[src/rtl/press_repeat_pkg.sv]
// Shared types and helpers for the press/repeat detector: channel state
// encoding and the counter-width rule used by every counter in the block.
package press_repeat_pkg;

  typedef enum logic [1:0] {
    StLocked = 2'd0,
    StIdle   = 2'd1,
    StHeld   = 2'd2,
    StRepeat = 2'd3
  } state_e;

  // Counters hold 0..n-1; a degenerate range still gets one bit.
  function automatic int unsigned cnt_width(input int unsigned n);
    return (n > 1) ? $clog2(n) : 1;
  endfunction

endpackage

[src/rtl/press_repeat_detector_if.sv]
// Button-level input and per-channel event outputs of the detector.
// The detector takes the slave side; the upstream/consumer takes the master side.
interface press_repeat_detector_if #(
  parameter int unsigned WIDTH = 1
);

  logic [WIDTH-1:0] debounced_signal;
  logic [WIDTH-1:0] press_pulse;
  logic [WIDTH-1:0] release_pulse;
  logic [WIDTH-1:0] repeat_pulse;
  logic [WIDTH-1:0] long_press;

  modport master (
    output debounced_signal,
    input  press_pulse,
    input  release_pulse,
    input  repeat_pulse,
    input  long_press
  );

  modport slave (
    input  debounced_signal,
    output press_pulse,
    output release_pulse,
    output repeat_pulse,
    output long_press
  );

endinterface

[src/rtl/press_repeat_channel.sv]
// One button channel: LOCKED/IDLE/HELD/REPEAT state machine with hold and
// repeat tick counters; all outputs registered.
module press_repeat_channel
  import press_repeat_pkg::*;
#(
  parameter int unsigned HOLD_TICKS   = 500,
  parameter int unsigned REPEAT_TICKS = 100
) (
  input  logic clk,
  input  logic rst_n,
  input  logic tick,
  input  logic din,
  output logic press_pulse,
  output logic release_pulse,
  output logic repeat_pulse,
  output logic long_press
);

  localparam int unsigned HoldW    = cnt_width(HOLD_TICKS);
  localparam int unsigned RepW     = cnt_width(REPEAT_TICKS);
  localparam bit          RepeatEn = (REPEAT_TICKS > 0);
  localparam int unsigned RepLast  = RepeatEn ? REPEAT_TICKS - 1 : 0;

  localparam logic [HoldW-1:0] HoldLast = HoldW'(HOLD_TICKS - 1);
  localparam logic [RepW-1:0]  RepTerm  = RepW'(RepLast);

  state_e           state;
  logic [HoldW-1:0] hold_cnt;
  logic [RepW-1:0]  rep_cnt;

  always_ff @(posedge clk or negedge rst_n) begin
    if (!rst_n) begin
      state         <= StLocked;
      hold_cnt      <= '0;
      rep_cnt       <= '0;
      press_pulse   <= 1'b0;
      release_pulse <= 1'b0;
      repeat_pulse  <= 1'b0;
      long_press    <= 1'b0;
    end else begin
      press_pulse   <= 1'b0;
      release_pulse <= 1'b0;
      repeat_pulse  <= 1'b0;

      case (state)
        // A level held through reset must be seen low before it can count.
        StLocked: begin
          if (!din) state <= StIdle;
        end

        StIdle: begin
          if (din) begin
            state       <= StHeld;
            press_pulse <= 1'b1;
            hold_cnt    <= '0;
          end
        end

        StHeld: begin
          if (!din) begin
            state         <= StIdle;
            release_pulse <= 1'b1;
            hold_cnt      <= '0;
          end else if (tick) begin
            if (hold_cnt == HoldLast) begin
              state        <= StRepeat;
              repeat_pulse <= 1'b1;
              long_press   <= 1'b1;
              hold_cnt     <= '0;
              rep_cnt      <= '0;
            end else begin
              hold_cnt <= hold_cnt + 1'b1;
            end
          end
        end

        // Release is checked first so it beats a same-edge repeat expiry.
        StRepeat: begin
          if (!din) begin
            state         <= StIdle;
            release_pulse <= 1'b1;
            long_press    <= 1'b0;
            rep_cnt       <= '0;
          end else if (RepeatEn && tick) begin
            if (rep_cnt == RepTerm) begin
              repeat_pulse <= 1'b1;
              rep_cnt      <= '0;
            end else begin
              rep_cnt <= rep_cnt + 1'b1;
            end
          end
        end

        default: begin
          state <= StLocked;
        end
      endcase
    end
  end

endmodule

[src/rtl/press_repeat_detector.sv]
// Press/release/auto-repeat detector: one free-running tick prescaler shared
// by WIDTH independent channel state machines.
module press_repeat_detector
  import press_repeat_pkg::*;
#(
  parameter int unsigned WIDTH        = 1,
  parameter int unsigned TICK_CYCLES  = 125000,
  parameter int unsigned HOLD_TICKS   = 500,
  parameter int unsigned REPEAT_TICKS = 100
) (
  input logic                   clk,
  input logic                   rst_n,
  press_repeat_detector_if.slave bus
);

  localparam int unsigned     TickW    = cnt_width(TICK_CYCLES);
  localparam logic [TickW-1:0] TickLast = TickW'(TICK_CYCLES - 1);

  logic [TickW-1:0] tick_cnt;
  logic             tick;

  logic [WIDTH-1:0] press_vec;
  logic [WIDTH-1:0] release_vec;
  logic [WIDTH-1:0] repeat_vec;
  logic [WIDTH-1:0] long_vec;

  // Prescaler never restarts on channel activity, so tick phase is global.
  always_ff @(posedge clk or negedge rst_n) begin
    if (!rst_n) begin
      tick_cnt <= '0;
    end else if (tick) begin
      tick_cnt <= '0;
    end else begin
      tick_cnt <= tick_cnt + 1'b1;
    end
  end

  assign tick = (tick_cnt == TickLast);

  for (genvar i = 0; i < WIDTH; i++) begin : g_chan
    press_repeat_channel #(
      .HOLD_TICKS   (HOLD_TICKS),
      .REPEAT_TICKS (REPEAT_TICKS)
    ) u_chan (
      .clk           (clk),
      .rst_n         (rst_n),
      .tick          (tick),
      .din           (bus.debounced_signal[i]),
      .press_pulse   (press_vec[i]),
      .release_pulse (release_vec[i]),
      .repeat_pulse  (repeat_vec[i]),
      .long_press    (long_vec[i])
    );
  end

  assign bus.press_pulse   = press_vec;
  assign bus.release_pulse = release_vec;
  assign bus.repeat_pulse  = repeat_vec;
  assign bus.long_press    = long_vec;

endmodule

[src/flat_wrapper.sv]
// flat-port wrapper written by rule: the top's interface ports become plain ports
module press_repeat_detector_flat import press_repeat_pkg::*;
#(
  parameter int unsigned WIDTH        = 1,
  parameter int unsigned TICK_CYCLES  = 125000,
  parameter int unsigned HOLD_TICKS   = 500,
  parameter int unsigned REPEAT_TICKS = 100
)
  (clk, rst_n, bus_debounced_signal, bus_press_pulse, bus_release_pulse, bus_repeat_pulse, bus_long_press);
  press_repeat_detector_if #(.WIDTH(WIDTH)) bus_i ();
  input logic clk;
  input logic rst_n;
  input wire logic [$bits(bus_i.debounced_signal)-1:0] bus_debounced_signal;
  output wire logic [$bits(bus_i.press_pulse)-1:0] bus_press_pulse;
  output wire logic [$bits(bus_i.release_pulse)-1:0] bus_release_pulse;
  output wire logic [$bits(bus_i.repeat_pulse)-1:0] bus_repeat_pulse;
  output wire logic [$bits(bus_i.long_press)-1:0] bus_long_press;
  assign bus_i.debounced_signal = bus_debounced_signal;
  assign bus_press_pulse = bus_i.press_pulse;
  assign bus_release_pulse = bus_i.release_pulse;
  assign bus_repeat_pulse = bus_i.repeat_pulse;
  assign bus_long_press = bus_i.long_press;
  press_repeat_detector #(.WIDTH(WIDTH), .TICK_CYCLES(TICK_CYCLES), .HOLD_TICKS(HOLD_TICKS), .REPEAT_TICKS(REPEAT_TICKS)) u_core (.clk(clk), .rst_n(rst_n), .bus(bus_i));
endmodule
[config.mk]
export PLATFORM = sky130hd
export DESIGN_NAME = press_repeat_detector_flat
export DESIGN_NICKNAME = d
export VERILOG_FILES = /design/src/rtl/press_repeat_pkg.sv /design/src/rtl/press_repeat_detector_if.sv /design/src/rtl/press_repeat_channel.sv /design/src/rtl/press_repeat_detector.sv /design/src/flat_wrapper.sv
export SDC_FILE = /design/constraint.sdc
export NUM_CORES = 1
export LEC_CHECK = 0
export CAP_MARGIN = 0
export CORE_MARGIN = 2
export CORE_UTILIZATION = 37
export DETAILED_ROUTE_END_ITERATION = 7
export PLACE_DENSITY = 0.53
export SLEW_MARGIN = 25
export SYNTH_ARGS = -nofsm -noshare
export SYNTH_HDL_FRONTEND = slang
export SYNTH_SLANG_ARGS = --single-unit
[constraint.sdc]
create_clock -name clk -period 2.57 [get_ports clk]
set_clock_uncertainty 0.05 [all_clocks]
set_input_delay 0.6425 -clock clk [delete_from_list [all_inputs] [get_ports clk]]
set_output_delay 0.6425 -clock clk [all_outputs]
set_load 0.03 [all_outputs]
==> summary.md <==
| Metric | Value |
|---|---|
| Status | completed |
| Worst Reg-to-Reg Cells | 5 |
| Reg-to-reg endpoint | u_core.g_chan[0].u_chan.state[1] |
| Largest net degree at the start of global routing | 40 |
| Worst r2r src | u_core.tick_cnt[7] |
| CTS tree | yes |
| Commonest non-fill, non-tap cell in the layout | dfrtp_1 |
| Die H | 77.9 um |
| Antenna Cells | 0 |
| Synth cell types | 43 |
| H-tree depth | 2 |
| Hold Violations, Final | 0 |
| Synth warn | 0 |
| I/O pin total | 7 |
| Nets@finish | 220 |
| Post-route DRC | 0 |
| Crit path kind | reg -> reg |
| Area growth from synthesis to layout | 14.4% |
| Final Wtd Congestion | 0.790 |
| Worst Path Required | 2.69 ns |
| Cell area power density | 724 mW/mm2 |
| Worst-path maximum fanout | 4 |
| CTS Hold Bufs | 0 |
| DR pass1 iterations | 4 |
| Die area | 0.00607 mm2 |
| Avg WL per Cell | 13.5 um |
| Die X | 77.9 um |
| # Max-Cap Violations | 0 |
| Initial cell density of the core | 38.8% |
| Cell taking the most area after synthesis | dfrtp_1 |
| Fin crit share | 87.8% |
| Startpoint types | flop |
| Critical-path cell list | or4b_4, nor4_4, nand2_1, a221o_1, mux2_1 |
| Via density | 5.19 |
| Worst Tran Pin Value | 0.865 ns |
| Max Buffers Root-to-Sink | 2 |
| PortBufs | 6 |
| Min-delay worst type | in -> async |
| Mean Syn Cell Area | 10.4 um2 |
| Reg area | 976 um2 |
| LEAKAGE | 1.00 nW |
| DRT iter0 DRCs | 89 |
| ANT nets after route | 0 |
| First-pass GRT wire length | 6.64 mm |
| Crit end category | flop |
| TritonCTS Sinks | 39 |
| Via count | 1458 |
| CTS Buf Count | 5 |
| Core area | 0.00520 mm2 |
| Post-Route WL | 3.78 mm |
| Final Max Slew Viols | 0 |
| CTS resizes | 0 |
| Critical path's slowest cell | or4b_4 |
| Share of cells above drive strength 1 | 9.95% |
| RSZ-0062 raised after global routing | no |
| Post-CTS Setup Bufs | 0 |
| Fmax achieved | 443 MHz |
| Setup ws final | 0.314 ns |
| R2r setup slk | 0.31 ns |
| Worst EP arrival | 2.37 ns |
| Dpl ws | 0.179 ns |
| Vias in the first global route | 1433 |
| CTS Root Cell | clkbuf_8 |
| Time the worst path needs with I/O delays and setup | 2.26 ns |
| Share of the synthesized area in the top cell type | 48.3% |
| Initial antenna violation count | 0 |
| Mapped Cells | 194 |
| Number of fill cells | 497 |
| Synthesized area | 0.00202 mm2 |
| Setup tns final | 0 ns |
| Setup violators final | 0 |
| Post-synthesis async set-or-reset flop share | 100% |
| Syn Nets | 204 |
| Dpl hpwl | 2.74 mm |
| Relative slew slack | 42.3% |
| Grt total ovfl | 0 |
| Register area share after synthesis | 48.3% |
| Critical path origin | u_core.tick_cnt[7] |
| Synth Register Bits | 39 |
| CP peak stage delay | 0.61 ns |
| Post-synth top flop | dfrtp_1 |
| Clock Latency Late Sink | 0.28 ns |
| Post-synth EDFFs | 0 |
| Crit path capture | u_core.g_chan[0].u_chan.state[1] |
| Synth area leaders | dfrtp_1 (48%), xor2_1 (5.2%), ha_1 (4.3%) |
| Peak supply drop | 0.323 mV |
| Row count | 26 |
| CTS clk-pin slew, worst paths | 0.08 ns |
| Leading cell types in the layout, fill and taps excluded | dfrtp_1 (39), nor2_1 (22), nand2_1 (16), xor2_1 (12), nand3_1 (10) |
| Global Route Usage Sum | 13.7% |
| Multi-input gate area | 0.00102 mm2 |
-- registers in the layout, summed over array words and instances, names as in the netlist --
signal / count
u_core.g_chan.u_chan.rep_cnt: 7
u_core.g_chan.u_chan.long_press: 1
u_core.g_chan.u_chan.state: 2
u_core.g_chan.u_chan.release_pulse: 1
u_core.tick_cnt: 17
u_core.g_chan.u_chan.repeat_pulse: 1
u_core.g_chan.u_chan.hold_cnt: 9
u_core.g_chan.u_chan.press_pulse: 1
-- critical path, delay by kind of cell (launching register included) --
kind | cells | cell delay (ns)
compound gates | 1 | 0.35
flops | 1 | 0.42
mux | 1 | 0.32
simple gates | 3 | 1.01
-- worst min path at each step --
| stage | cells past startpoint | end | start |
|---|---|---|---|
| 5_1_grt | 1 | u_core.tick_cnt[0] | u_core.tick_cnt[0] |
| 3_5_place_dp | 1 | u_core.tick_cnt[0] | u_core.tick_cnt[0] |
| 6_report | 1 | u_core.tick_cnt[10] | rst_n |
| 4_1_cts | 1 | u_core.tick_cnt[0] | u_core.tick_cnt[0] |
| 3_3_place_gp | 1 | u_core.g_chan[0].u_chan.rep_cnt[6] | u_core.g_chan[0].u_chan.rep_cnt[6] |
| 2_1_floorplan | 0 | u_core.g_chan[0].u_chan.hold_cnt[0] | rst_n |
-- power by group --
group	switching [mW]	internal (mW)
Combinational	0.247	0.196
Clock	0.206	0.314
Sequential	0.0445	0.666
Total	0.497	1.18
-- cells by family after synthesis --
| family | Yosys count | synth area share [%] |
|---|---|---|
| compound gates | 26 | 9.23 |
| xor+xnor | 19 | 8.24 |
| fa+ha+maj | 7 | 4.33 |
| buf+inv | 6 | 1.11 |
| flops | 39 | 48.3 |
| mux | 6 | 3.10 |
| simple gates | 91 | 25.7 |
-- metal layers --
layer / track usage (%) / up-vias / wire, um / part of all wire (%)
met3: 3.14 / 4 / 76 / 2.0
met2: 22.2 / 11 / 1850 / 49
met4: 4.56 / 0 / 41 / 1.1
met5: 0 / - / 0 / 0
met1: 18.3 / 727 / 1810 / 48
li1: - / 716 / - / -
-- cell type report --
cell class	instances	area share (%)
Sequential cell	39	42.2
Timing Repair Buffer	11	4.01
Clock buffer	6	3.57
Clock inverter	2	1.52
Multi-Input combinational cell	149	44.2
Tap cell	70	3.79
Inverter	4	0.650
-- synthesized netlist by cell type (2+ instances only) --
cell type  number
dfrtp_1        39
ha_1            7
nor2_1         22
o21ai_1         5
xor2_1         12
mux2i_1         4
a21oi_1         3
inv_1           4
nor4_4          2
xnor2_1         7
and3_1          4
nand2_1        16
clkbuf_1        2
nand4_1         8
nand3_1        10
o41ai_1         2
or3_1           2
nand3b_1        2
o21ai_0         7
and2_1          2
nor2b_1         8
nand2b_1        5
-- per-stage QoR --
| step | util (%) | cell area, um2 | total power, mW | hold slack [ns] | std cells |
|---|---|---|---|---|---|
| after floorplan | - | 2020 | 1.02 | 0.297 | 194 |
| after global routing | 44.4 | 2310 | 1.79 | 0.469 | 281 |
| after detailed placement | 42.1 | 2190 | 1.16 | 0.430 | 273 |
| after CTS | 44.4 | 2310 | 1.70 | 0.440 | 281 |
| after global placement | 42.1 | 2190 | 1.16 | 0.422 | 273 |
| final | 44.4 | 2310 | 1.67 | 0.421 | 281 |
No activity file was read; power rests on OpenSTA's default activity.
==> RTL edit: new RTL, same flow settings <==
Encoding of `state_e`: now one-hot (4 bits for 4 states).
--- a/src/rtl/press_repeat_pkg.sv
+++ b/src/rtl/press_repeat_pkg.sv
@@ -2,11 +2,11 @@
 // encoding and the counter-width rule used by every counter in the block.
 package press_repeat_pkg;
 
-  typedef enum logic [1:0] {
-    StLocked = 2'd0,
-    StIdle   = 2'd1,
-    StHeld   = 2'd2,
-    StRepeat = 2'd3
+  typedef enum logic [3:0] {
+    StLocked = 4'b0001,
+    StIdle   = 4'b0010,
+    StHeld   = 4'b0100,
+    StRepeat = 4'b1000
   } state_e;
 
   // Counters hold 0..n-1; a degenerate range still gets one bit.
Check against the original RTL: same outputs for any inputs over 10 cycles, from zero or initial values and one cycle with rst_n low; not proved beyond that.
==> RTL edit against the original RTL <==
- final cell count increased by 14%
- routed wire length increased by 23%
- sequential cell count increased by 2
- critical path type unchanged
- sequential share of layout area decreased by 2.0 points
- area after synthesis increased by 14%
- design area increased by 11%
- worst setup slack improved by 65 ps
Power is not compared: it rests on default switching activity, and its combinational part moved more than twofold at a synthesized area within 25%.
==> RTL edit: results <==
group,metric,value,unit
place,place_hpwl,3440,µm
global_route,grt_pass1_wl,8220,µm
worst_setup_path,r2r_end,"u_core.g_chan[0].u_chan.rep_cnt[2]$_DFFE_PN0P_",
yosys,post_synth_fa_ha_maj_area_fraction,0.0162,
global_route,grt_max_degree,18,
global_route,grt_usage,0.146,
yosys,synthTopCellsByArea,"dfrtp_1, nor2_1, nand3_1",
outcome,outcome,"finished clean",
yosys,ys_seq_area_frac,0.444,
place,place_congestion,0.869,
worst_setup_path,slowest_stage,"nor4b_1",
final_layout,fill_cells,571,
detailed_routing,drt_iter0_markers,86,
worst_setup_path,r2r_setup_slack,380,ps
yosys,synth_commonest_cells,"dfrtp_1, nor2_1, nand2_1",
worst_setup_path,crit_arrival,2330,ps
worst_setup_path,crit_fanout,6,
final_layout,drive_above_1_share,0.127,
sta,tightest_slew,540,ps
clock_tree,clock_latency,300,ps
detailed_routing,drt_wl_total,4630,µm
worst_setup_path,r2r_cells,4,
worst_setup_path,reg2reg_from,"u_core.tick_cnt[9]$_DFF_PN0_",
yosys,synth_cell_type_count,51,
yosys,synth_compound_area_frac,0.135,
yosys,syn_nets,240,
## RTL edit: cell count changes after synthesis, sizes merged, moves of 3 or more
cell,delta
inv,+4
ha,-4
xor2,-5
nor2b,-6
nand3,+6
o41ai,-3
nor3,+9
a221o,+6
and4,+4
o21ai,-4
nor4b,+6
a21oi,+4
nand2,+4
buf,+6
## RTL edit: per-stage QoR
stage	setup slack (ps)	util	instances	cell area, µm²	total power [mW]
final	379	0.426	320	2550	1.43
after global placement	263	0.410	312	2460	0.991
after floorplan	572	-	234	2310	0.936
after global routing	263	0.426	320	2550	1.53
after CTS	346	0.426	320	2550	1.45
after detailed placement	209	0.410	312	2460	0.993
## RTL edit: metal layers
metal  global-route usage  part of all wire  up-vias
met5                    0                 0        -
met4               0.0402            0.0091        0
met3               0.0388             0.023        4
met2                0.214              0.43       17
met1                0.213              0.54      801
li1                     -                 -      875
## RTL edit: cell type report
type                       count  area (µm²)  area share
multi-input combinational    175        1200       0.469
sequential                    41        1030       0.402
timing repair buffer          13         108      0.0421
tap                           75        93.8      0.0367
clock buffer                   6        82.6      0.0323
inverter                       8        30.0      0.0118
clock inverter                 2        13.8     0.00539
## RTL edit: logic make-up after synthesis
group / after synthesis
adders and majority gates: 3
DFF: 41
AOI/OAI and AO/OA: 38
muxes: 7
xor gates and xnor gates: 13
and+or+nand+nor: 114
buffers and inverters: 18
## RTL edit: power by group
| part | switching [mW] | total, mW | internal (mW) |
|---|---|---|---|
| Clock | 0.234 | 0.452 | 0.218 |
| Sequential | 0.0766 | 0.777 | 0.701 |
| Combinational | 0.101 | 0.199 | 0.0983 |
| Total | 0.412 | 1.43 | 1.02 |
